$ cat config.mk
export PLATFORM = sky130hd
export DESIGN_NAME = icache_ser_arbiter
export DESIGN_NICKNAME = d
export VERILOG_FILES = /design/src/rtl/icache_ser_arbiter.sv
export SDC_FILE = /design/constraint.sdc
export NUM_CORES = 1
export LEC_CHECK = 0
export CORE_AREA = 3 3 76 78
export CTS_CLUSTER_SIZE = 25
export DETAILED_ROUTE_END_ITERATION = 10
export DIE_AREA = 0 0 79 81
export GPL_TIMING_DRIVEN = 0
export SLEW_MARGIN = 20
export SYNTH_ARGS = -nofsm -noshare
export SYNTH_HDL_FRONTEND = slang
export SYNTH_SLANG_ARGS = --single-unit
$ cat constraint.sdc
create_clock -name clk -period 2.39 [get_ports clk]
set_input_delay 0.478 -clock clk [delete_from_list [all_inputs] [get_ports clk]]
set_output_delay 0.478 -clock clk [all_outputs]
set_load 0.01 [all_outputs]
$ cat src/rtl/icache_ser_arbiter.sv
// icache_ser_arbiter: round-robin share of one SER request port between even/odd icache miss engines
module icache_ser_arbiter #(
  parameter int ACK_TIMEOUT = 64,
  parameter int CNT_W       = 8
) (
  input  logic       clk,
  input  logic       reset,
  input  logic       req_e,
  input  logic [3:0] dest_e,
  input  logic       req_o,
  input  logic [3:0] dest_o,
  input  logic       flush,
  input  logic       ser_grant,
  input  logic       ser_ack,
  output logic       ser_req,
  output logic [3:0] ser_dest,
  output logic       ser_release,
  output logic       grant_e,
  output logic       grant_o,
  output logic       ack_e,
  output logic       ack_o,
  output logic       owner,
  output logic       busy,
  output logic       timeout_err
);
  typedef enum logic [1:0] {IDLE, REQ, XFER, REL} state_t;
  state_t     state_q, state_d;
  logic       owner_q, owner_d, last_q, last_d, win;
  logic [3:0] dest_q, dest_d;
  logic [CNT_W-1:0] cnt_q, cnt_d;
  logic       ser_req_q, ser_req_d, rel_q, rel_d, gnt_e_q, gnt_e_d, gnt_o_q, gnt_o_d;
  logic       ack_e_q, ack_e_d, ack_o_q, ack_o_d, busy_q, busy_d, err_q, err_d;
  logic       tmo;
  // with both banks requesting, the one not served last wins; reset leaves last=odd so even goes first
  assign win = (req_e && req_o) ? ~last_q : req_o;
  assign tmo = cnt_q == CNT_W'(ACK_TIMEOUT - 1);
  // next-state and registered-output computation; grant beats flush once the bus has committed
  always_comb begin
    state_d   = state_q;
    owner_d   = owner_q;
    last_d    = last_q;
    dest_d    = dest_q;
    cnt_d     = cnt_q;
    ser_req_d = ser_req_q;
    rel_d     = 1'b0;
    gnt_e_d   = gnt_e_q;
    gnt_o_d   = gnt_o_q;
    ack_e_d   = 1'b0;
    ack_o_d   = 1'b0;
    busy_d    = busy_q;
    err_d     = err_q;
    case (state_q)
      IDLE: if (!flush && (req_e || req_o)) begin
        state_d   = REQ;
        owner_d   = win;
        dest_d    = win ? dest_o : dest_e;
        ser_req_d = 1'b1;
        busy_d    = 1'b1;
      end
      REQ: if (ser_grant) begin
        state_d = XFER;
        gnt_e_d = ~owner_q;
        gnt_o_d = owner_q;
        cnt_d   = '0;
      end else if (flush) begin
        state_d   = IDLE;
        ser_req_d = 1'b0;
        busy_d    = 1'b0;
      end
      XFER: if (ser_ack || tmo) begin
        state_d   = REL;
        ser_req_d = 1'b0;
        rel_d     = 1'b1;
        gnt_e_d   = 1'b0;
        gnt_o_d   = 1'b0;
        ack_e_d   = ser_ack && !owner_q;
        ack_o_d   = ser_ack && owner_q;
        err_d     = err_q || !ser_ack;
      end else begin
        cnt_d = cnt_q + CNT_W'(1);
      end
      default: begin
        state_d = IDLE;
        busy_d  = 1'b0;
        last_d  = owner_q;
      end
    endcase
  end
  // state and output registers; async reset drops everything with no release pulse
  always_ff @(posedge clk or negedge reset) begin
    if (!reset) begin
      state_q   <= IDLE;
      owner_q   <= 1'b0;
      last_q    <= 1'b1;
      dest_q    <= '0;
      cnt_q     <= '0;
      ser_req_q <= 1'b0;
      rel_q     <= 1'b0;
      gnt_e_q   <= 1'b0;
      gnt_o_q   <= 1'b0;
      ack_e_q   <= 1'b0;
      ack_o_q   <= 1'b0;
      busy_q    <= 1'b0;
      err_q     <= 1'b0;
    end else begin
      state_q   <= state_d;
      owner_q   <= owner_d;
      last_q    <= last_d;
      dest_q    <= dest_d;
      cnt_q     <= cnt_d;
      ser_req_q <= ser_req_d;
      rel_q     <= rel_d;
      gnt_e_q   <= gnt_e_d;
      gnt_o_q   <= gnt_o_d;
      ack_e_q   <= ack_e_d;
      ack_o_q   <= ack_o_d;
      busy_q    <= busy_d;
      err_q     <= err_d;
    end
  end
  assign ser_req     = ser_req_q;
  assign ser_dest    = dest_q;
  assign ser_release = rel_q;
  assign grant_e     = gnt_e_q;
  assign grant_o     = gnt_o_q;
  assign ack_e       = ack_e_q;
  assign ack_o       = ack_o_q;
  assign owner       = owner_q;
  assign busy        = busy_q;
  assign timeout_err = err_q;
  a_grant_onehot: assert property (@(posedge clk) disable iff (!reset) !(grant_e && grant_o));
  a_ack_onehot: assert property (@(posedge clk) disable iff (!reset) !(ack_e && ack_o));
endmodule

; After elaboration in Yosys (flattened, before gate mapping)
; Cells that the tools add are included.
; W data, S select, Z words.
[word_totals]
inputBits = 15
output_inout_bits = 13
reg_bits = 24
wordCells = 74
[op_classes]
n_eq_ne = 10
n_bitwise = 3
add_sub_neg = 1
n_reduce_logical = 21
mux = 26
[op_table]
columns = op, n
row1 = $mux W8, 2
row2 = $pmux W8 S2, 1
row3 = $mux W1, 13
row4 = $ne A2 B2 Y1 const B, 6
row5 = $reduce_and A3 Y1, 3
row6 = $add A8 B1 Y8 const B, 1
row7 = $eq A8 B6 Y1 const B, 1
row8 = $mux W2, 4
row9 = $pmux W1 S3, 2
row10 = $pmux W2 S3, 1
row11 = $reduce_and A5 Y1, 1
row12 = $logic_and A1 B1 Y1, 4
row13 = $mux W4, 1
row14 = $pmux W1 S2, 2
row15 = $reduce_and A2 Y1, 2
row16 = $reduce_and A4 Y1, 1
row17 = $logic_not A1 Y1, 3
row18 = $logic_or A1 B1 Y1, 3
row19 = $ne A3 B3 Y1 const B, 1
row20 = $not A1 Y1, 3
row21 = $reduce_bool A3 Y1, 1
row22 = $reduce_or A3 Y1, 1
row23 = $eq A2 B1 Y1 const B, 1
row24 = $eq A2 B2 Y1 const B, 1
row25 = other kinds (2), 2

; Depth between registers and ports, before layout
[depth]
word_depth = 4
ltp_mapped = 7
depth_no_buf = 6

; Least setup slack after synthesis
; Ideal clock, no wire load.
[synth_timing]
path_kind = reg-to-reg
startpoint = register state_q[0]
endpoint = register ser_req_q, in the netlist ser_req
stages_incl_launch_ff = 6
setup_ps = 125
path_buffers = 0
slack_ps = 618
required_time_ps = 2265
period_less_slack_ps = 1772
arrival_ps = 1647
cell_sequence = dfrtp_1 > inv_1 > ha_1 > or3_1 > a221oi_1 > mux2_2
[synth_via]
elab_chain_len = 3
word_cells_on_any_way = 10
classes_between = 6 x eq/ne / 1 x mux / 3 x reduce/logical
[synth_rtl]
columns = element, line_no
row1 = "start, declared", 27  ; state_t state_q, state_d;
row2 = "start signal, assigned", 106  ; state_q <= state_d;
row3 = $eq A2 B1 Y1 (tied with other cells), 52  ; case (state_q)
row4 = $ne A2 B2 Y1 (no source line) or $reduce_bool A3 Y1 (tied branches), -
row5 = $reduce_and A5 Y1 (no source line), -
row6 = "end signal, assigned", 111  ; ser_req_q <= ser_req_d;
row7 = "end, declared", 31  ; logic ser_req_q, ser_req_d, rel_q, rel_d, gnt_e_q, gnt_e_d, gnt_o_q, gnt_o_d;
; Several ways; a longest one is shown, not always the timed one.
; A chain may end at the register's enable or synchronous reset.

; Worst setup path in the final report
[layout_timing]
startpoint = input port ser_grant
endpoint = register cnt_q[2]
[layout_via]
elab_chain_len = 2
[layout_rtl]
columns = element, line_no
row1 = "start, declared", 13  ; input logic ser_grant,
row2 = $ne A2 B2 Y1 (no source line), -
row3 = $reduce_and A3 Y1 (no source line), -
row4 = "end signal, assigned", 110  ; cnt_q <= cnt_d;
row5 = "end, declared", 30  ; logic [CNT_W-1:0] cnt_q, cnt_d;
; No other way between the ends.

==> flow_summary.toml <==
[flow_run]
drv_cap = 0

[floorplanning]
rows = 26
die_y_um = 81
boundaryPins = 28
fp.dieW_um = 79
dieArea_um2 = 6400
initial_utilization_pct = 25.1
core_area_um2 = 5140

[power_and_ir_drop]
power_mw = 1.81
p_per_area_nw_per_um2 = 1060
switching_share_pct = 35.5
power_frac_comb_pct = 45.0
power_leakage_nw = 0.723
p_int_mw = 1.17
worst_ir_drop_vdd_uv = 398
netSwitchingPower_uw = 644
p_seq_share_pct = 35.0
clkPwrFrac_pct = 20.0

[setup_path]
r2r_cells = 7
crit_path_start_kind = "input pin"
crit_required_ps = 2540
arrival_ps = 2230
end_kind = "register"
crit_type = "input pin to register"
cp_max_fo = 8

[min_path]
hold_class = "input pin to asynchronous set/reset pin"

[clock_tree]
clk_latency_ps = 270
cts_setup_buffers = 0
cts_num_sinks = 24
cts.htree.levels = 1
cts_hold_buf = 0
cts_tree = "built"
path_clk_slew_ps = 90
numCtsBuffers = 3
cts_resized = 0
cts-root-buf = "clkbuf_8"
cts_buffer_depth = 2

[drt]
first_iter_violations = 33
final_antenna_net_count = 0
vias = 1059
routed-wl-met2_um = 1260
routedWlPerCell_um = 12.3
viasPerCell = 4.69
wl_met1_um = 1340
firstDrtPassIters = 4
routed.top_layer = "met4"
drc = 0
wirelength_um = 2780
met3_length_um = 167

[synth]
synthCells = 125
synth_cell_type_count = 40
syn_avg_cell_area_um2 = 10.3
async_flop_share_pct = 100
synth_edf_count = 0
synth-seq-cells = 24
synth_fp_nets = 146
netlist_area_um2 = 1290
yosysSeqAreaShare_pct = 46.7
synth_ff_type = "dfrtp_1"
yosys_warnings = 0

[placement]
hpwlAfterDp_um = 2140
dpl.cell_count = 222
io_buffers = 27
place.gp.congestion = 0.796

[layout]
final_common_cell = "clkdlybuf4s50_1"
fillers = 569
drive_above_1_share_pct = 9.62
fin_cells = 226
nets = 178
layout_common_cells = "26 x clkdlybuf4s50_1, 23 x dfrtp_1, 13 x nand2_1"
area.growth.synth_to_final_pct = 32.9
num_antenna_cells = 0

[timing]
tightest_slew_ps = 788
setup_viol = 0
clock_skew_ps = 10.8
slew_headroom_pct = 47.4
period_minus_slack_ps = 2080
slew_violations = 0
setup_tns_ps = 0
final.period_utilization_pct = 87.0
hold_violations = 0
rsz0062_at_grt = "false"
fmax_mhz = 481

[global_route]
grt_max_degree = 25
antenna_found_initial = 0
first_global_vias = 1036
grt_util_all_layers_pct = 9.43
grt_overflow = 0
grt_pass1_wl_um = 4800

[outcome]
status = "finished, final reports clean"
[per-stage QoR]
step / util [%] / setup WS, ps / area (um2) / hold WS, ps
3_5_place_dp: 31.9 / -20.2 / 1640 / 460
4_1_cts: 33.3 / 290 / 1710 / 200
2_1_floorplan: - / 618 / 1290 / 182
5_1_grt: 33.3 / 127 / 1710 / 219
6_report: 33.3 / 310 / 1710 / 176
3_3_place_gp: 32.0 / 37.5 / 1650 / 443
[final timing paths]
path / startpoint / to / slack (ps)
min reg2reg: timeout_err$_DFFE_PN0P_ / timeout_err$_DFFE_PN0P_ / 470
max: ser_grant / cnt_q[2]$_DFFE_PN0P_ / 310
min in group clk: timeout_err$_DFFE_PN0P_ / timeout_err$_DFFE_PN0P_ / 470
max reg2reg: state_q[1]$_DFFE_PN0P_ / cnt_q[2]$_DFFE_PN0P_ / 320
max in group asynchronous: reset / ack_o$_DFF_PN0_ / 1840
min: reset / ser_req$_DFFE_PN0P_ / 180
[final cells by class]
class | count | area [um2] | share of cell area, %
Sequential cell | 24 | 602 | 35.1
Inverter | 6 | 22.5 | 1.31
Tap cell | 70 | 87.6 | 5.11
Multi-Input combinational cell | 92 | 652 | 38.1
Timing Repair Buffer | 27 | 265 | 15.5
Clock inverter | 1 | 30.0 | 1.75
Clock buffer | 3 | 41.3 | 2.41
Buffer | 3 | 12.5 | 0.730
[power groups by stage]
stage	logic, mW	registers [mW]	clock network [mW]
2_1_floorplan	0.456	0.662	0
3_3_place_gp	0.816	0.640	0
3_5_place_dp	0.822	0.643	0
4_1_cts	0.827	0.637	0.375
5_1_grt	0.911	0.658	0.388
6_report	0.816	0.633	0.362
[worst max-delay path: stages]
cell,delay (ps)
clkdlybuf4s50_1,510
nand2b_1,120
clkbuf_2,180
nor3b_1,670
a2111o_1,190
o21ai_0,80
[metal layers]
layer  vias to the layer above  track usage, %
li1                        518               -
met4                         0            1.55
met5                         -               0
met1                       513            12.4
met3                         2            3.22
met2                        26            15.3
[synth_stat cells (2+ instances only)]
cell | n | area, um2
dfrtp_1 | 23 | 576
nand2_1 | 13 | 48.8
o21ai_0 | 10 | 50.1
a21oi_1 | 6 | 30.0
ha_1 | 6 | 75.1
inv_1 | 6 | 22.5
mux2i_1 | 6 | 60.1
nor2_1 | 5 | 18.8
nand3_1 | 4 | 20.0
a21o_1 | 3 | 22.5
mux2_2 | 3 | 33.8
nand2b_1 | 3 | 18.8
o31ai_1 | 3 | 22.5
or4_1 | 3 | 22.5
and2_1 | 2 | 12.5
and3_1 | 2 | 12.5
clkbuf_1 | 2 | 7.51
mux2_1 | 2 | 22.5
nand4_1 | 2 | 12.5
[registers in the layout (all words and copies together) (netlist names)]
register     cells
owner            1
last_q           1
busy             1
grant_e          1
state_q          2
grant_o          1
ser_req          1
ack_e            1
cnt_q            8
ser_release      1
ack_o            1
timeout_err      1
ser_dest         4
[cell families after synthesis]
| group | after synthesis | share of synthesized area [%] |
|---|---|---|
| DFF | 24 | 46.7 |
| AOI/OAI and AO/OA | 35 | 19.0 |
| and+or+nand+nor | 40 | 16.7 |
| muxes | 11 | 9.03 |
| adders and majority gates | 6 | 5.83 |
| buffers and inverters | 9 | 2.72 |
Power figures use the tool's default switching activity.
